## src/rtl/pow2_mul_arbiter.sv

```systemverilog
// pow2_mul_arbiter: round-robin sharing of one pipelined 8x8 squaring multiplier.
// Optional per-requester grant counters when POW2_MUL_ARB_STATS_EN is defined.
module pow2_mul_arbiter #(
    parameter int NUM_REQ = 4,
    parameter int ID_W    = 2,
    parameter int MUL_LAT = 3
) (
    input  logic                    clk,
    input  logic                    rst_n,
    input  logic                    arb_en_i,
    input  logic [NUM_REQ-1:0]      req_valid_i,
    input  logic [NUM_REQ*8-1:0]    req_data_i,
    output logic [NUM_REQ-1:0]      req_ready_o,
    output logic [7:0]              mul_a_o,
    input  logic [15:0]             mul_p_i,
    output logic                    res_valid_o,
    output logic [ID_W-1:0]         res_id_o,
    output logic [15:0]             res_data_o,
    output logic                    busy_o,
    input  logic                    stats_clr_i,
    output logic [NUM_REQ*16-1:0]   grant_cnt_o
);

    typedef struct packed {
        logic            v;
        logic [ID_W-1:0] id;
    } tag_t;

    logic [ID_W-1:0] rr_ptr;
    logic [ID_W:0]   cand;
    logic            gnt_any;
    logic [ID_W-1:0] gnt_id;
    logic [7:0]      gnt_data;
    tag_t            tag_q [MUL_LAT];
    logic            tag_any;

    // Search starts one past the last winner and wraps at NUM_REQ.
    always_comb begin
        cand    = '0;
        gnt_any = 1'b0;
        gnt_id  = '0;
        for (int k = 1; k <= NUM_REQ; k++) begin
            cand = {1'b0, rr_ptr} + (ID_W+1)'(k);
            if (cand >= (ID_W+1)'(NUM_REQ)) begin
                cand = cand - (ID_W+1)'(NUM_REQ);
            end
            if (!gnt_any && req_valid_i[cand[ID_W-1:0]]) begin
                gnt_any = 1'b1;
                gnt_id  = cand[ID_W-1:0];
            end
        end
        gnt_any = gnt_any & arb_en_i;
    end

    assign req_ready_o = gnt_any ? (NUM_REQ'(1) << gnt_id) : '0;
    assign gnt_data    = req_data_i[{gnt_id, 3'b000} +: 8];

    always_comb begin
        tag_any = 1'b0;
        for (int i = 0; i < MUL_LAT; i++) begin
            tag_any = tag_any | tag_q[i].v;
        end
    end

    always_ff @(posedge clk or negedge rst_n) begin
        if (!rst_n) begin
            mul_a_o     <= '0;
            rr_ptr      <= ID_W'(NUM_REQ - 1);
            res_valid_o <= 1'b0;
            res_id_o    <= '0;
            res_data_o  <= '0;
            busy_o      <= 1'b0;
            for (int i = 0; i < MUL_LAT; i++) begin
                tag_q[i] <= '0;
            end
        end else begin
            if (gnt_any) begin
                mul_a_o <= gnt_data;
                rr_ptr  <= gnt_id;
            end
            tag_q[0] <= {gnt_any, gnt_id};
            for (int i = 1; i < MUL_LAT; i++) begin
                tag_q[i] <= tag_q[i-1];
            end
            res_valid_o <= tag_q[MUL_LAT-1].v;
            if (tag_q[MUL_LAT-1].v) begin
                res_id_o   <= tag_q[MUL_LAT-1].id;
                res_data_o <= mul_p_i;
            end
            busy_o <= tag_any | res_valid_o;
        end
    end

`ifdef POW2_MUL_ARB_STATS_EN
    logic [15:0] cnt_q [NUM_REQ];

    // Clear wins over a same-cycle grant; counters stick at all-ones.
    always_ff @(posedge clk or negedge rst_n) begin
        if (!rst_n) begin
            for (int i = 0; i < NUM_REQ; i++) begin
                cnt_q[i] <= '0;
            end
        end else begin
            for (int i = 0; i < NUM_REQ; i++) begin
                if (stats_clr_i) begin
                    cnt_q[i] <= '0;
                end else if (req_ready_o[i] && cnt_q[i] != 16'hFFFF) begin
                    cnt_q[i] <= cnt_q[i] + 16'd1;
                end
            end
        end
    end

    always_comb begin
        grant_cnt_o = '0;
        for (int i = 0; i < NUM_REQ; i++) begin
            grant_cnt_o[16*i +: 16] = cnt_q[i];
        end
    end
`else
    logic unused_stats;
    assign unused_stats = stats_clr_i;
    assign grant_cnt_o  = '0;
`endif

endmodule

```

## config.mk

```make
export PLATFORM = sky130hd
export DESIGN_NAME = pow2_mul_arbiter
export DESIGN_NICKNAME = d
export VERILOG_FILES = /design/src/rtl/pow2_mul_arbiter.sv
export SDC_FILE = /design/constraint.sdc
export NUM_CORES = 1
export LEC_CHECK = 0
export ABC_AREA = 0
export CAP_MARGIN = 5
export CORE_AREA = 3 3 73 109
export DETAILED_ROUTE_END_ITERATION = 10
export DIE_AREA = 0 0 76 112
export PLACE_DENSITY = 0.77
export SETUP_SLACK_MARGIN = 0.02
export SLEW_MARGIN = 10
export SYNTH_ARGS = -nofsm -noshare
export SYNTH_HDL_FRONTEND = slang
export SYNTH_SLANG_ARGS = --single-unit
```

## constraint.sdc

```tcl
create_clock -name clk -period 1.8 [get_ports clk]
set_clock_uncertainty 0.1 [all_clocks]
set_input_delay 0.36 -clock clk [delete_from_list [all_inputs] [get_ports clk]]
set_output_delay 0.36 -clock clk [all_outputs]
set_load 0.1 [all_outputs]
```

Word-level counts from Yosys, hierarchy flattened
Index checks and enable logic that the tools add are counted.
{"block": "op_classes", "add_sub_neg": 8, "n_lt_le_gt_ge": 8, "shift": 2, "mux": 21, "bitwise_logic": 4, "reduce_logical": 6}
{"op": "variable part select 32 x 6 -> 8 bit", "n": 1}
{"op": "two-way mux 2 bit", "n": 8}
{"op": "greater-or-equal comparator 3 bit (second input constant)", "n": 4}
{"op": "less-than comparator 2 x 3 -> 1 bit (second input constant)", "n": 4}
{"op": "binary-select mux 1 bit (select 2 bit)", "n": 4}
{"op": "two-way mux 1 bit", "n": 8}
{"op": "subtractor 2 x 1 -> 2 bit (second input constant)", "n": 4}
{"op": "adder 2 x 2 -> 3 bit (second input constant)", "n": 2}
{"op": "two-way mux 4 bit", "n": 1}
{"op": "left shift 1 x 2 -> 4 bit (first input constant)", "n": 1}
{"op": "adder 2 x 1 -> 3 bit (second input constant)", "n": 1}
{"op": "adder 2 x 3 -> 3 bit (second input constant)", "n": 1}
{"op": "logical AND 1 bit", "n": 3}
{"op": "zero test 1 bit", "n": 3}
{"op": "bitwise OR 1 bit", "n": 3}
{"op": "bitwise AND 1 bit", "n": 1}
{"block": "word_totals", "reg_bits": 39, "inputBits": 56, "output_inout_bits": 96, "elab_cells": 61}

Longest topological paths before layout
{"block": "depth", "depth_word": 17, "depth_mapped": 7}

Least setup slack after synthesis
OpenSTA, ideal clock, no wires.
{"block": "synth_timing", "kind": "reg2out", "startpoint": "register rr_ptr[1]", "endpoint": "output req_ready_o[0]", "arrival_ns": 3.421, "slack_ns": -2.081, "stages_incl_launch_ff": 8, "path_buffers": 2, "path_cell_list": "dfstp_2 -> buf_6 -> mux2i_4 -> o2bb2ai_4 -> nor2_4 -> buf_6 -> inv_2 -> nor3_1"}
{"block": "synth_via", "elab_chain_len": 17, "elab_cells_between_ends": 41, "cone_classes": "add/sub (8); order compare (4); shift (1); mux (21); bitwise (1); reduce/logical (6)"}
{"element": "start, declared", "line": "29", "source": "logic [ID_W-1:0] rr_ptr;"}
{"element": "start signal, assigned", "line": "68", "source": "rr_ptr <= ID_W'(NUM_REQ - 1);"}
{"element": "start signal, assigned", "line": "79", "source": "rr_ptr <= gnt_id;"}
{"element": "adder 2 x 1 -> 3 bit", "line": "43", "source": "cand = {1'b0, rr_ptr} + (ID_W+1)'(k);"}
{"element": "greater-or-equal comparator 3 bit / subtractor 2 x 1 -> 2 bit (equally long branches)", "line": "44, 45"}
{"element": "two-way mux 2 bit", "line": "44", "source": "if (cand >= (ID_W+1)'(NUM_REQ)) begin"}
{"element": "binary-select mux 1 bit (select 2 bit)", "line": "47", "source": "if (!gnt_any && req_valid_i[cand[ID_W-1:0]]) begin"}
{"element": "two-way mux 1 bit (implied by the code)", "line": "47"}
{"element": "two-way mux 1 bit", "line": "47"}
{"element": "zero test 1 bit", "line": "47"}
{"element": "logical AND 1 bit", "line": "47"}
{"element": "[... 2 more ...]"}
{"element": "logical AND 1 bit", "line": "47"}
{"element": "two-way mux 1 bit", "line": "47"}
{"element": "zero test 1 bit", "line": "47"}
{"element": "logical AND 1 bit", "line": "47"}
{"element": "two-way mux 2 bit (*)", "line": "47"}
{"element": "via gnt_id[0]", "line": "32", "source": "logic [ID_W-1:0] gnt_id;"}
{"element": "left shift 1 x 2 -> 4 bit (*)", "line": "55", "source": "assign req_ready_o = gnt_any ? (NUM_REQ'(1) << gnt_id) : '0;"}
{"element": "two-way mux 4 bit (*)", "line": "55"}
{"element": "end, declared", "line": "13", "source": "output logic [NUM_REQ-1:0] req_ready_o,"}
Mark *: on every way through the listed nets, which the timed path passes. The rest lies on a longest branch. The select of a mux whose other input is x is not followed.

Final worst setup path
{"block": "layout_timing", "startpoint": "register rr_ptr[1]", "endpoint": "output req_ready_o[1]"}
{"block": "layout_via", "elab_chain_len": 17, "elab_cells_between_ends": 41, "cone_classes": "add/sub (8); order compare (4); shift (1); mux (21); bitwise (1); reduce/logical (6)"}
{"element": "adder 2 x 1 -> 3 bit", "line": "43"}
{"element": "greater-or-equal comparator 3 bit / subtractor 2 x 1 -> 2 bit (equally long branches)", "line": "44, 45"}
{"element": "two-way mux 2 bit", "line": "44"}
{"element": "binary-select mux 1 bit (select 2 bit)", "line": "47"}
{"element": "two-way mux 1 bit (implied by the code)", "line": "47"}
{"element": "two-way mux 1 bit", "line": "47"}
{"element": "zero test 1 bit", "line": "47"}
{"element": "logical AND 1 bit", "line": "47"}
{"element": "two-way mux 1 bit", "line": "47"}
{"element": "zero test 1 bit", "line": "47"}
{"element": "logical AND 1 bit", "line": "47"}
{"element": "two-way mux 1 bit", "line": "47"}
{"element": "zero test 1 bit", "line": "47"}
{"element": "logical AND 1 bit", "line": "47"}
{"element": "two-way mux 2 bit / two-way mux 1 bit (equally long branches)", "line": "47"}
{"element": "left shift 1 x 2 -> 4 bit / bitwise AND 1 bit (equally long branches)", "line": "55, 52"}
{"element": "two-way mux 4 bit (*)", "line": "55"}
Every way passes the cells marked *; elsewhere a longest branch is shown, timed or not. The select of a mux whose other input is x is not followed.

==> results.json <==
{
  "drtIter0Drc": 40,
  "root_buffer": "clkbuf_8",
  "syn_inst": 205,
  "tightest_slew_ps": 740,
  "rsz0062_at_grt": "yes",
  "fp.dieH_microns": 112,
  "wl_per_cell_microns": 13.3,
  "maxSlewHeadroom_pct": 50.6,
  "maxSlewViolCount": 0,
  "cp_common_cell": "buf_6",
  "hold_class": "flip-flop to flip-flop",
  "nets": 380,
  "cts_tree": "done",
  "reg2regPathDepth": 9,
  "antenna_found_initial": 0,
  "dr.pass1.iters": 4,
  "rr_startpoint": "rr_ptr[1]",
  "vias": 1761,
  "finalCritPeriodShare_pct": 131,
  "grt_pass1_vias": 1680,
  "hold_depth": 0,
  "hold_violations": 0,
  "nFillCells": 623,
  "rrSetupSlack_ps": -330,
  "cp_cell_sequence": "buf_6 > o2bb2ai_4 > nor2_4 > buf_6 > buf_6 > nor3_4 > buf_12",
  "utilization_pct": 52.5,
  "yosysTopAreaCell": "dfrtp_1",
  "ir_drop_v": 0.000562,
  "clk_latency_ps": 290,
  "port_buffers": 86,
  "netlist_area_sq_mm": 0.00226,
  "outcome": "finished, violations left",
  "dp_hpwl_microns": 4610,
  "core_area_sq_mm": 0.00718,
  "drcViolationCount": 0,
  "final_layout_size_suffix_gt1_share_pct": 34.5,
  "violations": "negative setup slack",
  "grt_first_pass_wirelength_microns": 8400,
  "multi_input_area_sq_mm": 0.00105,
  "grt_max_degree": 26,
  "synth_top_area_share_pct": 40.9,
  "synth_area_leaders": "dfrtp_1, buf_4, mux2_2",
  "ys_ff_latch": 39,
  "critPathMaxStageDelay_ps": 620,
  "io_pins": 152,
  "synth.distinct_cells": 34,
  "hold_end": "tag_q[1]",
  "via_per_inst": 4.14,
  "max_freq_mhz": 425,
  "regArea_sq_um": 978,
  "power_uw": 4550,
  "setup_ws_ps": -554,
  "crit_path_end_kind": "output pin",
  "ant_nets": 0,
  "path_class": "flip-flop to output pin",
  "track_usage_pct": 12.7,
  "rr_endpoint": "mul_a_o[5]",
  "areaGrowthSynthToFinish_pct": 66.5,
  "cts_buffers": 5,
  "cp.arrival_ps": 1890,
  "min_from": "tag_q[4]",
  "numClockSinks": 39,
  "maxCapViolCount": 0,
  "layout_min_cycle_time_ps": 2350,
  "cts.clk_slew.worst_paths_ps": 80,
  "ctsHtreeMaxLevel": 2,
  "gp_congestion": 0.804,
  "ys_seq_area_share_pct": 43.3,
  "initial_core_util_pct": 31.5,
  "synth_warnings": 0,
  "synth.avg_cell_area_sq_um": 11.0,
  "antennaDiodeCount": 0,
  "die-area_sq_mm": 0.00851,
  "die_x_microns": 76,
  "cp.required_ps": 1340,
  "cp-start-kind": "flip-flop",
  "rows": 38,
  "cp_slowest_cell": "dfstp_2",
  "dp_slack_ps": -651,
  "globalRoute.totalOverflow": 0,
  "clock_path_buffers": 2,
  "powerDensity_mw_per_mm2": 1210,
  "power.leakage_uw": 0.00171,
  "setup-violations-final": 12,
  "drt_wl_total_microns": 5650,
  "setup_tns_ps": -4600,
  "crit_path_max_fanout": 5
}
[report_power, final]
part           internal, uW  leakage (uW)  switching (uW)
combinational           863       0.00119            1790
sequential             1020      0.000457             141
clock                   413     0.0000581             319
[sequential cells by signal (all words and copies together), names as in the netlist]
register and count:
rr_ptr 2, res_valid_o 1, res_data_o 16, mul_a_o 8
busy_o 1, res_id_o 2, tag_q 9
[critical path, delay by kind of cell, from the launching register on]
family	cells	cell delay [ps]
compound gates	1	130
simple gates	2	290
flops	1	620
buf+inv	4	560
[cells in the final DEF, fill, tap and decap left out, types with 2 or more instances in the layout]
master	count
inv_1	2
dfstp_2	2
conb_1	64
clkbuf_8	5
o21ai_0	8
nand3_1	8
nor3_4	2
buf_6	6
dlygate4sd2_1	3
buf_12	33
mux2_2	18
nand2_1	12
a211o_1	8
clkdlybuf4s50_1	49
buf_4	26
o211ai_1	7
nor2_4	3
mux2i_1	8
dfrtp_1	37
[through the flow]
step,hold slack (ps),std cells,cell area (sq um)
after floorplan,-35.6,268,2550
after global placement,193,407,3530
after detailed placement,208,407,3530
after CTS,247,421,3720
after global routing,256,425,3770
final,251,425,3770
[synthesized netlist by cell type (all sizes together)]
library cell,number
buf,69
dfrtp,37
mux2,18
nand2,12
mux2i,9
o21ai,9
a211o,8
nand3,8
o211ai,8
nor2,4
clkbuf,3
inv,3
a21oi,2
dfstp,2
nor3,2
a21boi,1
a2bb2oi,1
a31oi,1
conb,1
nand2b,1
nor2b,1
o21ba,1
o21bai,1
o2bb2ai,1
o41ai,1
or4,1
[cells by family after synthesis]
group	Yosys count	share of synthesized area, %
and+or+nand+nor	29	6.42
other	1	0.166
DFF	39	43.3
muxes	27	13.5
AOI/OAI and AO/OA	34	12.8
buffers and inverters	75	23.8
[per-layer routing]
layer	track usage, %	vias to the layer above	part of all wire (%)
met5	0	-	0
met4	4.59	0	0.88
met3	4.05	4	9.2
met2	25.7	103	58
met1	11.4	842	32
li1	-	812	-
[final cells by class]
cell class	instances	area share, %
repair buffers	121	39.4
flip-flops and latches	39	26.0
inverters	3	0.432
clock buffers	5	1.83
multi-input cells	154	27.9
well taps	100	3.32
clock inverters	3	1.16
[repair_timing]
action                                  CTS  global route
pin swaps                                 2             3
hold endpoints to repair                 12             0
buffers inserted                          5             6
hold buffers                              1             0
endpoints found under the setup margin   14            14
gates resized for setup                  11             8
[worst max path at each step]
stage,startpoint,to,slack (ps),cells past startpoint
finish,rr_ptr[1],req_ready_o[1],-550,7
detailed placement,req_valid_i[3],req_ready_o[1],-650,7
CTS,rr_ptr[1],req_ready_o[0],-560,6
global placement,req_valid_i[3],req_ready_o[1],-560,7
floorplan,rr_ptr[1],req_ready_o[0],-780,7
global route,rr_ptr[1],req_ready_o[0],-630,6
Note: power is estimated with default switching activity, not from simulation.
